===== config.mk =====
export PLATFORM = sky130hd
export DESIGN_NAME = microseq_controller
export DESIGN_NICKNAME = d
export VERILOG_FILES = /design/src/rtl/microseq_pkg.sv /design/src/rtl/microcode_rom.sv /design/src/rtl/microseq_controller.sv
export SDC_FILE = /design/constraint.sdc
export NUM_CORES = 1
export LEC_CHECK = 0
export ABC_AREA = 1
export CORE_ASPECT_RATIO = 1.2
export CORE_MARGIN = 1
export CORE_UTILIZATION = 30
export DETAILED_ROUTE_END_ITERATION = 10
export GPL_TIMING_DRIVEN = 0
export PLACE_DENSITY = 0.57
export SLEW_MARGIN = 20
export SYNTH_ARGS = -nofsm -noshare
export SYNTH_HDL_FRONTEND = slang
export SYNTH_SLANG_ARGS = --single-unit

===== constraint.sdc =====
create_clock -name clk -period 2.1 [get_ports clk]
set_input_delay 0.42 -clock clk [delete_from_list [all_inputs] [get_ports clk]]
set_output_delay 0.42 -clock clk [all_outputs]
set_load 0.005 [all_outputs]

===== src/rtl/microseq_pkg.sv =====
// microseq_pkg: shared types for the microcoded RV32I control unit.
// Opcode groups, control word layout, ALU/branch encodings, FSM states.
package microseq_pkg;

  localparam logic [4:0] TYPE_R      = 5'b01100;
  localparam logic [4:0] TYPE_I_COMP = 5'b00100;
  localparam logic [4:0] TYPE_I_LOAD = 5'b00000;
  localparam logic [4:0] TYPE_I_JALR = 5'b11001;
  localparam logic [4:0] TYPE_S      = 5'b01000;
  localparam logic [4:0] TYPE_SB     = 5'b11000;
  localparam logic [4:0] LUI         = 5'b01101;
  localparam logic [4:0] AUIPC       = 5'b00101;
  localparam logic [4:0] JAL         = 5'b11011;

  typedef enum logic [3:0] {
    ALU_ADD   = 4'd0,
    ALU_SUB   = 4'd1,
    ALU_SLL   = 4'd2,
    ALU_SLT   = 4'd3,
    ALU_SLTU  = 4'd4,
    ALU_XOR   = 4'd5,
    ALU_SRL   = 4'd6,
    ALU_SRA   = 4'd7,
    ALU_OR    = 4'd8,
    ALU_AND   = 4'd9,
    ALU_PASSB = 4'd10
  } alusel_t;

  typedef enum logic [2:0] {
    BT_NONE = 3'd0,
    BT_JUMP = 3'd1,
    BT_BGEU = 3'd2,
    BT_BEQ  = 3'd3,
    BT_BNE  = 3'd4,
    BT_BLT  = 3'd5,
    BT_BGE  = 3'd6,
    BT_BLTU = 3'd7
  } bt_t;

  localparam logic [1:0] LST_B = 2'd0;
  localparam logic [1:0] LST_H = 2'd1;
  localparam logic [1:0] LST_W = 2'd3;

  localparam logic [1:0] WSEL_ALU = 2'd0;
  localparam logic [1:0] WSEL_MEM = 2'd1;
  localparam logic [1:0] WSEL_PC4 = 2'd2;

  typedef struct packed {
    logic       wen;
    alusel_t    alusel;
    logic       alub;
    logic       alua;
    logic       memw;
    logic       memr;
    logic [1:0] lst;
    logic       lu;
    logic [1:0] wsel;
    bt_t        bt;
  } ctrl_t;

  typedef enum logic {FETCH, HOLD} state_t;

endpackage


===== src/rtl/microcode_rom.sv =====
// microcode_rom: address -> {valid, multi, control word}.
// Unmapped addresses return valid=0 and an all-zero control word.
module microcode_rom
  import microseq_pkg::*;
#(
  parameter int ADDR_W = 9,
  parameter int CTRL_W = 17
) (
  input  logic [ADDR_W-1:0] addr,
  output logic              valid,
  output logic              multi,
  output logic [CTRL_W-1:0] ctrl
);

  ctrl_t c;

  // Decode opcode group, then func3/bit30 within the group
  always_comb begin
    c     = '0;
    valid = 1'b1;
    multi = 1'b0;
    case (addr[ADDR_W-1 -: 5])
      TYPE_R, TYPE_I_COMP: begin
        c.wen  = 1'b1;
        c.alub = (addr[ADDR_W-1 -: 5] == TYPE_I_COMP);
        case (addr[3:0])
          4'b0000: c.alusel = ALU_ADD;
          4'b0010: c.alusel = ALU_SLL;
          4'b0100: c.alusel = ALU_SLT;
          4'b0110: c.alusel = ALU_SLTU;
          4'b1000: c.alusel = ALU_XOR;
          4'b1010: c.alusel = ALU_SRL;
          4'b1011: c.alusel = ALU_SRA;
          4'b1100: c.alusel = ALU_OR;
          4'b1110: c.alusel = ALU_AND;
          4'b0001: begin
            c.alusel = ALU_SUB;
            valid    = ~c.alub;
          end
          default: valid = 1'b0;
        endcase
      end
      TYPE_I_LOAD: begin
        c.wen  = 1'b1;
        c.alub = 1'b1;
        c.memr = 1'b1;
        c.wsel = WSEL_MEM;
        multi  = 1'b1;
        case (addr[3:0])
          4'b0000: c.lst = LST_B;
          4'b0010: c.lst = LST_H;
          4'b0100: c.lst = LST_W;
          4'b1000: begin
            c.lst = LST_B;
            c.lu  = 1'b1;
          end
          4'b1010: begin
            c.lst = LST_H;
            c.lu  = 1'b1;
          end
          default: valid = 1'b0;
        endcase
      end
      TYPE_S: begin
        c.alub = 1'b1;
        c.memw = 1'b1;
        multi  = 1'b1;
        case (addr[3:0])
          4'b0000: c.lst = LST_B;
          4'b0010: c.lst = LST_H;
          4'b0100: c.lst = LST_W;
          default: valid = 1'b0;
        endcase
      end
      TYPE_SB: begin
        c.alusel = ALU_SUB;
        case (addr[3:0])
          4'b0000: c.bt = BT_BEQ;
          4'b0010: c.bt = BT_BNE;
          4'b1000: begin
            c.bt     = BT_BLT;
            c.alusel = ALU_SLT;
          end
          4'b1010: begin
            c.bt     = BT_BGE;
            c.alusel = ALU_SLT;
          end
          4'b1100: begin
            c.bt     = BT_BLTU;
            c.alusel = ALU_SLTU;
          end
          4'b1110: begin
            c.bt     = BT_BGEU;
            c.alusel = ALU_SLTU;
          end
          default: valid = 1'b0;
        endcase
      end
      TYPE_I_JALR: begin
        c.wen  = 1'b1;
        c.alub = 1'b1;
        c.wsel = WSEL_PC4;
        c.bt   = BT_JUMP;
        valid  = (addr[3:0] == 4'b0000);
      end
      JAL: begin
        c.wen  = 1'b1;
        c.alua = 1'b1;
        c.alub = 1'b1;
        c.wsel = WSEL_PC4;
        c.bt   = BT_JUMP;
      end
      LUI: begin
        c.wen    = 1'b1;
        c.alub   = 1'b1;
        c.alusel = ALU_PASSB;
      end
      AUIPC: begin
        c.wen  = 1'b1;
        c.alua = 1'b1;
        c.alub = 1'b1;
      end
      default: valid = 1'b0;
    endcase
    if (!valid) begin
      c     = '0;
      multi = 1'b0;
    end
  end

  assign ctrl = CTRL_W'(c);

endmodule


===== src/rtl/microseq_controller.sv =====
// microseq_controller: microcoded RV32I control unit.
// Single-cycle dispatch; memory ops held for a wait count or mem_ready.
module microseq_controller
  import microseq_pkg::*;
#(
  parameter int ADDR_W    = 9,
  parameter int CTRL_W    = 17,
  parameter int USE_READY = 0,
  parameter int MEM_WAIT  = 1,
  parameter int TIMEOUT   = 15,
  parameter int CNT_W     = 8
) (
  input  logic              clk,
  input  logic              rst,
  input  logic [31:0]       instruction,
  input  logic              instr_valid,
  input  logic              stall,
  input  logic              mem_ready,
  output logic [CTRL_W-1:0] ctrl_signals,
  output logic              busy,
  output logic              instr_done,
  output logic              pc_en,
  output logic              illegal,
  output logic              mem_error
);

  state_t state, state_n;
  logic [CNT_W-1:0]  cnt, cnt_n;
  logic [CTRL_W-1:0] held, held_n;
  logic [ADDR_W-1:0] addr;
  logic [4:0]        op;
  logic [2:0]        f3;
  logic              use_f3, use_b30;
  logic              rom_valid, rom_multi;
  logic [CTRL_W-1:0] rom_ctrl;
  logic              hold_req;
  logic [CTRL_W-1:0] ctrl_c;
  logic              busy_c, done_c, ill_c, merr_c;
  logic              unused_bits;

  assign op = instruction[6:2];
  assign f3 = instruction[14:12];
  assign unused_bits = ^{instruction[31], instruction[29:15],
                         instruction[11:7], instruction[1:0]};

  // Microcode address from opcode, func3 and bit30
  always_comb begin
    use_f3 = (op == TYPE_R) || (op == TYPE_I_COMP) ||
             (op == TYPE_I_LOAD) || (op == TYPE_I_JALR) ||
             (op == TYPE_S) || (op == TYPE_SB);
    use_b30 = (op == TYPE_R) ||
              ((op == TYPE_I_COMP) && (f3 == 3'b101));
    addr = ADDR_W'({op, use_f3 ? f3 : 3'b000,
                    use_b30 ? instruction[30] : 1'b0});
  end

  microcode_rom #(
    .ADDR_W(ADDR_W),
    .CTRL_W(CTRL_W)
  ) u_rom (
    .addr (addr),
    .valid(rom_valid),
    .multi(rom_multi),
    .ctrl (rom_ctrl)
  );

  assign hold_req = (USE_READY != 0) ? ~mem_ready : (MEM_WAIT != 0);

  // Next state, counter, held word and combinational outputs
  always_comb begin
    state_n = state;
    cnt_n   = cnt;
    held_n  = held;
    ctrl_c  = '0;
    busy_c  = 1'b0;
    done_c  = 1'b0;
    ill_c   = 1'b0;
    merr_c  = 1'b0;
    unique case (state)
      FETCH: begin
        if (instr_valid) begin
          if (!rom_valid) begin
            ill_c  = 1'b1;
            done_c = 1'b1;
          end else begin
            ctrl_c = rom_ctrl;
            if (rom_multi) begin
              held_n = rom_ctrl;
              if (hold_req) begin
                state_n = HOLD;
                cnt_n   = CNT_W'(1);
              end else begin
                done_c = 1'b1;
              end
            end else begin
              done_c = 1'b1;
            end
          end
        end
      end
      HOLD: begin
        busy_c = 1'b1;
        ctrl_c = held;
        if (USE_READY == 0) begin
          if (cnt == CNT_W'(MEM_WAIT)) begin
            done_c  = 1'b1;
            state_n = FETCH;
            cnt_n   = '0;
          end else begin
            cnt_n = cnt + 1'b1;
          end
        end else if (mem_ready) begin
          done_c  = 1'b1;
          state_n = FETCH;
          cnt_n   = '0;
        end else if (cnt == CNT_W'(TIMEOUT) && !stall) begin
          ctrl_c  = '0;
          merr_c  = 1'b1;
          done_c  = 1'b1;
          state_n = FETCH;
          cnt_n   = '0;
        end else begin
          cnt_n = cnt + 1'b1;
        end
      end
      default: state_n = FETCH;
    endcase
  end

  // Sequencer registers, frozen while stalled
  always_ff @(posedge clk or posedge rst) begin
    if (rst) begin
      state <= FETCH;
      cnt   <= '0;
      held  <= '0;
    end else if (!stall) begin
      state <= state_n;
      cnt   <= cnt_n;
      held  <= held_n;
    end
  end

  assign ctrl_signals = rst ? '0 : ctrl_c;
  assign busy         = ~rst & busy_c;
  assign instr_done   = ~rst & done_c;
  assign pc_en        = ~rst & done_c & ~stall;
  assign illegal      = ~rst & ill_c;
  assign mem_error    = ~rst & merr_c;

endmodule


==> implementation parameters <==
Parameter                              Value

Worst setup path
  Worst Setup Start Kind    input port
  Setup slack, reg-to-reg    approximately 360 ps
  CP max FO    6
  Crit Path Class    input port to output port
  Crit path max-delay cell type    sky130_fd_sc_hd__nand3_4
  Timing startpoint of the critical path    instruction[2]
  Endpoint class of the critical path    output port
  Reg-to-Reg Start    cnt[1]
  Worst r2r path cells    7
  Largest incremental delay on the critical path    170 ps
  Critical path destination    ctrl_signals[5]
  Arrival time at the worst endpoint    ~2200 ps
  Critical R2R Capture    cnt[0]
  Crit-path cells    buf_8 -> nor2_4 -> nand3_4 -> nand3_4 -> buf_6 -> nand2_4 -> nor2_4 -> nand2_2 -> nand3_2 -> nand2_2 -> nand4_4 -> buf_6 -> nand3_4 -> buf_6 -> o21ai_2 -> buf_2
  Crit path required time    1680 ps

Synthesis
  Main combinational cell family by area after synthesis    simple AND/OR/NAND/NOR gates
  Post-synthesis cell count    285
  Mean post-synth cell area    a little under 7 µm²
  Yosys warnings    0
  Compound-gate portion of the synthesized area    between 10% and 20%
  Number of flops mapped to enable cells by yosys    0
  Mux contribution to synthesized area    0%
  Cell area after synthesis    approximately 2000 µm²
  Fraction of the mapped netlist area in adder cells    ~1.3%
  Unique masters post-synth    37
  Simple logic cell fraction of the synthesized area    about two fifths
  Sequential fraction of the synthesis area    roughly a third
  Yosys reg bits    26
  Cell type with the largest total area after synthesis    sky130_fd_sc_hd__dfrtp_1
  Area fraction of the dominant cell type after synthesis    between 30 and 40%
  Main synth FF type    sky130_fd_sc_hd__dfrtp_1
  Synth area leaders    sky130_fd_sc_hd__dfrtp_1 (33%), sky130_fd_sc_hd__nand2_1 (17%), sky130_fd_sc_hd__inv_1 (6.5%)
  Proportion of register bits with asynchronous set or reset after synthesis    100%
  Xor and xnor fraction of the mapped netlist area    approximately 1.8%
  Total nets after synthesis    approximately 320

Die
  IO Pins    59
  Width of the die    roughly 76 µm
  Die area    between 6000 and 7000 µm²
  Core ar.    6170 µm²
  Placement Rows    31
  Die span in y    between 90 and 100 µm
  Initial standard-cell utilization of the core    a little under a third

Power and ir drop
  Cell leakage power    roughly 1.6 nW
  Power consumption    around 0.0013 W
  Areal power density over the cells    about 420 nW/µm²
  Worst IR Drop VDD    about 0.29 mV

Routing
  Number of design-rule violations left by the first detailed-router iteration    slightly above 60
  Number of detailed-routing iterations run before antenna repair    4
  Wire length after detailed routing    6150 µm
  Post-detailed-route wirelength per cell    around 14 µm
  DRC violations left    0
  Number of nets with antenna violations after detailed routing    0
  Vias    2,154
  Number of vias per cell    roughly 4.8

Clocking
  Clock edge transition at the registers on the reported setup and hold paths    100 ps
  Worst-skew pair later-pin latency    between 200 and 300 ps
  Clock tree from TritonCTS    yes
  Hold buffer count at CTS    0
  Max Root-Sink Buffers    2
  Root Driver    sky130_fd_sc_hd__clkbuf_8
  H-tree depth    1
  Number of buffers created by CTS    3
  Total clock sinks    26

Placed design
  Detailed placer's ending HPWL    a little over 4000 µm
  Placement-stage worst setup slack    -1420 ps
  GPL Wtd Cong    roughly 0.82
  IO Port Bufs    32

Cells and area
  Commonest cells after routing, fill and taps aside    sky130_fd_sc_hd__nand2_1 (63), sky130_fd_sc_hd__buf_4 (30), sky130_fd_sc_hd__inv_1 (29)
  Antenna Cells    0
  Most common library cell in the layout ignoring fill and taps    sky130_fd_sc_hd__nand2_1
  Relative area change from synthesis to final layout    63.4%
  Filler instances    594
  NumNets Final    roughly 400
  Proportion of layout cells with a drive suffix above 1    49.2%

Worst hold path
  Min-delay worst type    input port to asynchronous set/reset pin

GRT
  Antenna violations before repair    0
  Total routing usage reported by global routing    18.8%
  Via count of the first global-routing pass    slightly above 2,000
  Maximum number of pins on one net before global-route repair    16
  First-pass GRT wire length    ~9900 µm
  Total congestion overflow after global routing    0

STA
  Number of pins exceeding their max-slew limit in the final report    0
  Clock period minus final worst setup slack    2600 ps
  Portion of the clock cycle consumed by the worst path in the final layout    124%
  Setup slack of the critical path after layout    -502 ps
  Worst Clk Skew    between 1 and 1.5 ps
  Transition time at the pin with the least slew margin    roughly 1000 ps
  Setup repair after global routing missed its margin    yes
  Tightest slew margin relative to the limit    33.0%
  Achievable Freq    384 MHz
  Final hold violation count    0
  Total setup violations reported at the end of the flow    between 40 and 50

Outcome
  Violated checks    setup timing
  Outcome    complete, but fails checks

Job
  Max capacitance violation total    0
==> metal layers <==
layer	part of all wire (%)	up-vias	GRT usage [%]
met5	0	-	0
met4	3.4	0	8.02
met3	3.1	16	1.34
met2	55	46	33.3
met1	39	1028	22.4
li1	-	1064	-
==> sequential cells by signal, indices dropped and copies added, names as in the netlist <==
name	flops
held	17
cnt	8
state	1
==> worst max-delay path, delay by kind of cell <==
family	cells	cell delay, ps
AND/OR/NAND/NOR	10	1050
buffers and inverters	5	590
AO/OA/AOI/OAI	1	110
==> kinds of logic (layout without fill, tap and decap cells) <==
kind of cell	after synthesis	in the layout
DFF	26	26
xor gates and xnor gates	4	4
AOI/OAI and AO/OA	39	39
and+or+nand+nor	165	165
buffers and inverters	48	127
adders and majority gates	2	2
other	1	1
==> area by class of cell <==
class / instances / area, µm² / area share, %
Buffer: 7 / 92.6 / 2.90
Inverter: 41 / 183 / 5.72
Timing Repair inverter: 1 / 5.00 / 0.157
Clock inverter: 1 / 30.0 / 0.940
Timing Repair Buffer: 74 / 634 / 19.9
Multi-Input combinational cell: 211 / 1450 / 45.5
Sequential cell: 26 / 652 / 20.4
Tap cell: 82 / 103 / 3.21
Clock buffer: 3 / 41.3 / 1.29
==> cell usage after synthesis, drive strengths merged, types with 3 or more instances <==
cell type,count
nand2,97
inv,38
nor2,31
o21ai,27
dfrtp,26
nand3,23
buf,6
nand4,6
a21oi,5
nor3,4
xor2,4
a22oi,3
clkinv,3
==> where the power goes <==
part / switching [W] / internal (W)
Combinational: 0.000214 / 0.000166
Sequential: 0.0000218 / 0.000517
Clock: 0.000171 / 0.000255
Total: 0.000406 / 0.000939
==> stage by stage <==
| stage | instance area, µm² | util, % | TNS [ps] | hold slack [ps] | std cells |
|---|---|---|---|---|---|
| finish | 3190 | 51.8 | -9430 | 464 | 446 |
| global route | 3190 | 51.8 | -15220 | 474 | 446 |
| CTS | 2920 | 47.3 | -7220 | 464 | 434 |
| detailed placement | 2500 | 40.5 | -43610 | 454 | 399 |
| global placement | 2500 | 40.5 | -42980 | 452 | 399 |
| floorplan | 2080 | - | -1070 | 434 | 285 |
==> worst min path at each step <==
| stage | from | endpoint | cells past startpoint |
|---|---|---|---|
| final | rst | state | 3 |
| after global routing | rst | state | 3 |
| after CTS | rst | state | 3 |
| after detailed placement | held[4] | held[4] | 2 |
| after global placement | held[2] | held[2] | 2 |
| after floorplan | held[11] | held[11] | 2 |
==> timing repair <==
action | CTS | global route
endpoints found under the setup margin | 47 | 46
pin swaps | 24 | 16
cloned | 1 | 2
gates resized for setup | 178 | 45
buffers inserted | 30 | 10
Note: power is estimated with default switching activity, not from simulation.
==> variant 1 (same settings) <==
The parameter `CNT_W` goes from 8 to 6.
--- a/src/rtl/microseq_controller.sv
+++ b/src/rtl/microseq_controller.sv
@@ -9,5 +9,5 @@
   parameter int MEM_WAIT  = 1,
   parameter int TIMEOUT   = 15,
-  parameter int CNT_W     = 8
+  parameter int CNT_W     = 6
 ) (
   input  logic              clk,
Behaviour: same outputs for any inputs over 10 cycles, from zero or initial values and one cycle with rst high; that may be too few to reach the edited logic, so the function may still have changed.
==> variant 1 against the unedited design <==
  * Total power shrank 8.9%
  * Largest cell class unchanged
  * Combinational power shrank 17%
  * Count of clock-buffer cells in the layout is the same
  * First-iteration DRC count grew 16%
  * Sequential cell count shrank 2
  * Wire length shrank 3.4%
  * Final area shrank 7.4%
  * Area after synthesis shrank 6.0%
  * The flow still finishes with violations (setup timing)
  * Worst setup slack gained 0.061 ns
==> variant 1: results (changes against the unedited design) <==
| Metric | Value |
|---|---|
| Violated checks | setup timing |
| Setup WS post-layout | -0.441 ns (+0.0608 ns) |
| Proportion of synthesized chip area in sequential cells | 32.7% (-0.59 points) |
| CP startpoint | instruction[3] |
| CTS Root Cell | clkbuf_8 |
| Path depth of the worst reg2reg path | 6 (-1) |
| Slowest cell on crit path | nand3_4 |
| Status | complete, but fails checks |
| Port bufs | 33 (+3.1%) |
| Per-cell routed wire length | 13.4 um (-2.7%) |
| Largest net degree at the start of global routing | 15 (-1) |
| Leakage power | 1.61 nW (+0.22%) |
| Vias in the first global route | 1989 (-3.6%) |
| Largest stage delay, worst path | 0.20 ns (+0.03 ns) |
| Skew final | 0.00303 ns (+0.00167 ns) |
| Number of distinct library cells after synthesis | 29 (-22%) |
| Crit Path Max Fanout | 7 (+1) |
| HPWL after DPL | 3720 um (-8.4%) |
| Slew HR | 53.7% (+21 points) |
| H-tree levels | 1 (unchanged) |
| Peak supply drop | 350 uV (+21%) |
| Synth cell count leaders | nand2_1, inv_1, nor2_1 |
| P_int | 0.864 mW (-8.0%) |
| Pre-CTS WS | -1.48 ns (-0.0556 ns) |
| Worst Setup EP | illegal |
| Routability cong. | 0.897 (+9.7%) |
| Initial DRC Count | 71 (+16%) |
| Initial antenna violation count | 0 (unchanged) |
| # setup viols final | 29 (-34%) |
| Worst r2r src | state |
| Share of cells above drive strength 1 | 49.3% (+0.14 points) |
| Gr usage total | 18.8% (about the same) |
| Post-synth EDFFs | 0 (unchanged) |
| Largest regs | held (17), cnt (6), state (1) |
| Worst R2R Setup Slack | 0.54 ns (+0.18 ns) |
| Syn nets | 318 (-1.9%) |
| Vias | 2080 (-3.4%) |
| CP arrival | 2.12 ns (-0.06 ns) |
| Ranking of synthesized cells by area | dfrtp_1, nand2_1, nand3_1 |
| Global-route wire length before repair | 9440 um (-4.5%) |
| Nets@finish | 403 (-0.25%) |
| Capturing point of the worst reg2reg path | cnt[5] |
| Fraction of registers with async set/reset | 100% (unchanged) |
[variant 1: cell count changes after synthesis, sizes merged, moves of 2 or more]
| cell | before | now |
|---|---|---|
| a22oi | 3 | 0 |
| buf | 6 | 2 |
| clkinv | 3 | 1 |
| dfrtp | 26 | 24 |
| inv | 38 | 41 |
| nand2 | 97 | 106 |
| nand3 | 23 | 30 |
| nand4 | 6 | 4 |
| nor3 | 4 | 2 |
| o211ai | 2 | 0 |
| o21ai | 27 | 20 |
| xor2 | 4 | 2 |
[variant 1: worst min path at each step]
| stage | start | end | slack, ns | depth (start not counted) |
|---|---|---|---|---|
| 5_1_grt | rst | held[16] | 0.47 | 3 |
| 4_1_cts | rst | held[6] | 0.46 | 3 |
| 6_report | rst | held[6] | 0.45 | 3 |
| 3_3_place_gp | held[11] | held[11] | 0.45 | 2 |
| 2_1_floorplan | held[11] | held[11] | 0.43 | 2 |
| 3_5_place_dp | held[4] | held[4] | 0.45 | 2 |
[variant 1: timing repair]
item                       in CTS  in global routing
hold buffers                    0                  0
gates resized for setup       201                 41
setup endpoints to repair      45                 44
cloned                          1                  2
pin swaps                      35                 30
buffers inserted               32                 14
[variant 1: area by class of cell]
| class | count | area, um^2 |
|---|---|---|
| fillers | 594 | 2820 |
| multi-input cells | 211 | 1330 |
| repair buffers | 78 | 641 |
| flip-flops and latches | 24 | 602 |
| inverters | 42 | 174 |
| well taps | 80 | 100 |
| clock buffers | 3 | 41.3 |
| plain buffers | 3 | 38.8 |
| clock inverters | 1 | 30.0 |
| repair inverters | 1 | 5.00 |
[variant 1: logic make-up after synthesis]
family                     after synthesis  synth area share, %
AOI/OAI and AO/OA                       29                 8.45
and+or+nand+nor                        176                 46.5
buffers and inverters                   45                 9.81
xor gates and xnor gates                 2                0.954
other                                    1                0.204
DFF                                     24                 32.7
adders and majority gates                2                 1.36
[variant 1: power groups by stage]
stage | Clock [mW] | Combinational, mW | Sequential [mW]
finish | 0.411 | 0.317 | 0.496
global route | 0.446 | 0.344 | 0.500
CTS | 0.420 | 0.281 | 0.497
floorplan | 0 | 0.135 | 0.501
detailed placement | 0 | 0.214 | 0.505
global placement | 0 | 0.215 | 0.505
[variant 1: per-layer routing]
layer  track usage [%]  vias up  wire length (um)
met5                 0        -                 0
met4              7.69        0               186
met3              2.07       16               213
met2              32.5       40              2970
met1              23.7      982              2570
li1                  -     1042                 -
[variant 1: metrics by stage]
stage	TNS [ns]	instance area (um^2)	power (mW)	instances
final	-7.18	2960	1.22	443
after global routing	-10.79	2960	1.29	443
after CTS	-5.74	2700	1.20	429
after detailed placement	-44.07	2280	0.720	392
after global placement	-46.29	2280	0.720	392
after floorplan	0	1850	0.636	279
==> variant 2 (same flow settings) <==
Made on the original files. Register the output `mem_error`, cleared by the reset; this adds one clock of latency there. The other outputs are not delayed to match.
--- a/src/rtl/microseq_controller.sv
+++ b/src/rtl/microseq_controller.sv
@@ -146,5 +146,11 @@
   assign pc_en        = ~rst & done_c & ~stall;
   assign illegal      = ~rst & ill_c;
-  assign mem_error    = ~rst & merr_c;
+  always_ff @(posedge clk or posedge rst) begin
+    if (rst) begin
+      mem_error <= '0;
+    end else begin
+      mem_error <= ~rst & merr_c;
+    end
+  end
 
 endmodule
Behaviour: unchanged (Yosys induction, for registers that start in step).
==> variant 2 against the unedited design <==
  * The flow still finishes with violations (setup timing)
  * Clock skew is 0.00063 ns higher
  * Wire length is 6.4% lower
  * Combinational power is 13% lower
  * Total power is 15% lower
  * Worst setup slack worse by 0.084 ns
  * Area after synthesis is 3.8% lower
  * Register-to-register slack worse by 0.03 ns
  * Sequential cell count is 1 lower
  * Final area is 8.3% lower
  * Critical endpoint is now ctrl_signals[8]
  * Highest routed layer unchanged
==> variant 2: results (changes against the unedited design) <==
| Metric | Value |
|---|---|
| Status | complete, but fails checks |
| Violated checks | setup timing |
| Share of cells above drive strength 1 | 39.7% (-9.5 points) |
| Routability cong. | 0.858 (+4.9%) |
| Path depth of the worst reg2reg path | 5 (-2) |
| Gr usage total | 18.7% (-0.090 points) |
| Slew HR | 32.3% (-0.68 points) |
| Pre-CTS WS | -1.70 ns (-0.283 ns) |
| Vias per Instance | 4.72 (-2.3%) |
| Port bufs | 33 (+3.1%) |
| Largest regs | held (16), cnt (8), state (1) |
| Crit path max-delay family | buffers and inverters |
| HPWL after DPL | 3800 um (-6.4%) |
| Synth cell count leaders | nand2_1, inv_1, nor2_1 |
| Filler cell count | 642 (+8.1%) |
| Hold crit path type | input port to register |
| Gate Count Post-Synth | 288 (+1.1%) |
| Syn nets | 327 (+0.93%) |
| CP arrival | 2.27 ns (+0.09 ns) |
| Skew final | 0.00200 ns (+0.000634 ns) |
| Proportion of synthesized chip area in sequential cells | 33.3% (about the same) |
| # setup viols final | 46 (+4.5%) |
| Sw power | 0.371 mW (-8.6%) |
| Largest stage delay, worst path | 0.19 ns (+0.02 ns) |
| Combinational Power | 0.332 mW (-13%) |
| Drt total wl | 5760 um (-6.4%) |
| Nets@finish | 398 (-1.5%) |
| Hold path depth | 3 |
| Power Clock | 0.290 mW (-32%) |
| Slowest cell on crit path | o211ai_4 |
| Initial DRC Count | 77 (+26%) |
| Per-cell routed wire length | 13.1 um (-5.1%) |
| Vias in the first global route | 2074 (+0.53%) |
| Setup TNS | -11.94 ns (-2.51 ns) |
| Power per cell area | 389 nW/um^2 (-7.6%) |
| Leakage power | 1.51 nW (-5.9%) |
| Largest net degree at the start of global routing | 26 (+10) |
| Setup WS post-layout | -0.586 ns (-0.0839 ns) |
| Number of distinct library cells after synthesis | 36 (-2.7%) |
-- variant 2: cell count changes after synthesis, moves of 4 or more --
cell,before,now
inv_1,34,38
nand2_1,89,93
nor2_1,26,30
o21ai_0,8,20
o21ai_1,11,1
o21ai_2,8,0
-- variant 2: layout make-up --
class	count	area [um^2]	area share, %
plain buffers	6	53.8	1.84
repair buffers	66	544	18.6
flip-flops and latches	25	626	21.4
well taps	82	103	3.50
inverters	42	196	6.71
clock buffers	3	41.3	1.41
clock inverters	1	7.51	0.256
multi-input cells	215	1360	46.3
-- variant 2: worst min-delay path, delay by kind of cell --
family	cells	cell delay [ns]
buffers and inverters	1	0.10
and+or+nand+nor	2	0.15
-- variant 2: layer usage --
layer / GRT usage [%] / share of wire [%] / vias up
met5: 0 / 0 / -
met4: 7.20 / 2.9 / 0
met3: 1.48 / 3.1 / 18
met2: 34.9 / 53 / 56
met1: 21.9 / 41 / 958
li1: - / - / 1045
-- variant 2: worst paths after layout --
kind	from	to	slack, ns
setup / recovery	instruction[5]	ctrl_signals[8]	-0.59
hold / removal	instruction[5]	held[9]	0.43
setup reg to reg	state	cnt[4]	0.33
hold reg to reg	held[11]	held[11]	0.47
max in group asynchronous	rst	cnt[3]	0.64
min in group asynchronous	rst	held[5]	0.89
-- variant 2: cells by family after synthesis --
kind of cell / synth area share (%)
other: 0.199
AO/OA/AOI/OAI: 10.8
AND/OR/NAND/NOR: 42.0
adder cells (fa/ha/maj): 1.33
XOR/XNOR: 1.86
flip-flops: 33.3
buffers and inverters: 10.4
-- variant 2: timing repair --
item | 4_1_cts | 5_1_grt
gates cloned | 2 | 0
resized for setup | 197 | 20
pin swaps | 29 | 17
endpoints found under the setup margin | 46 | 46
setup buffers | 29 | 3
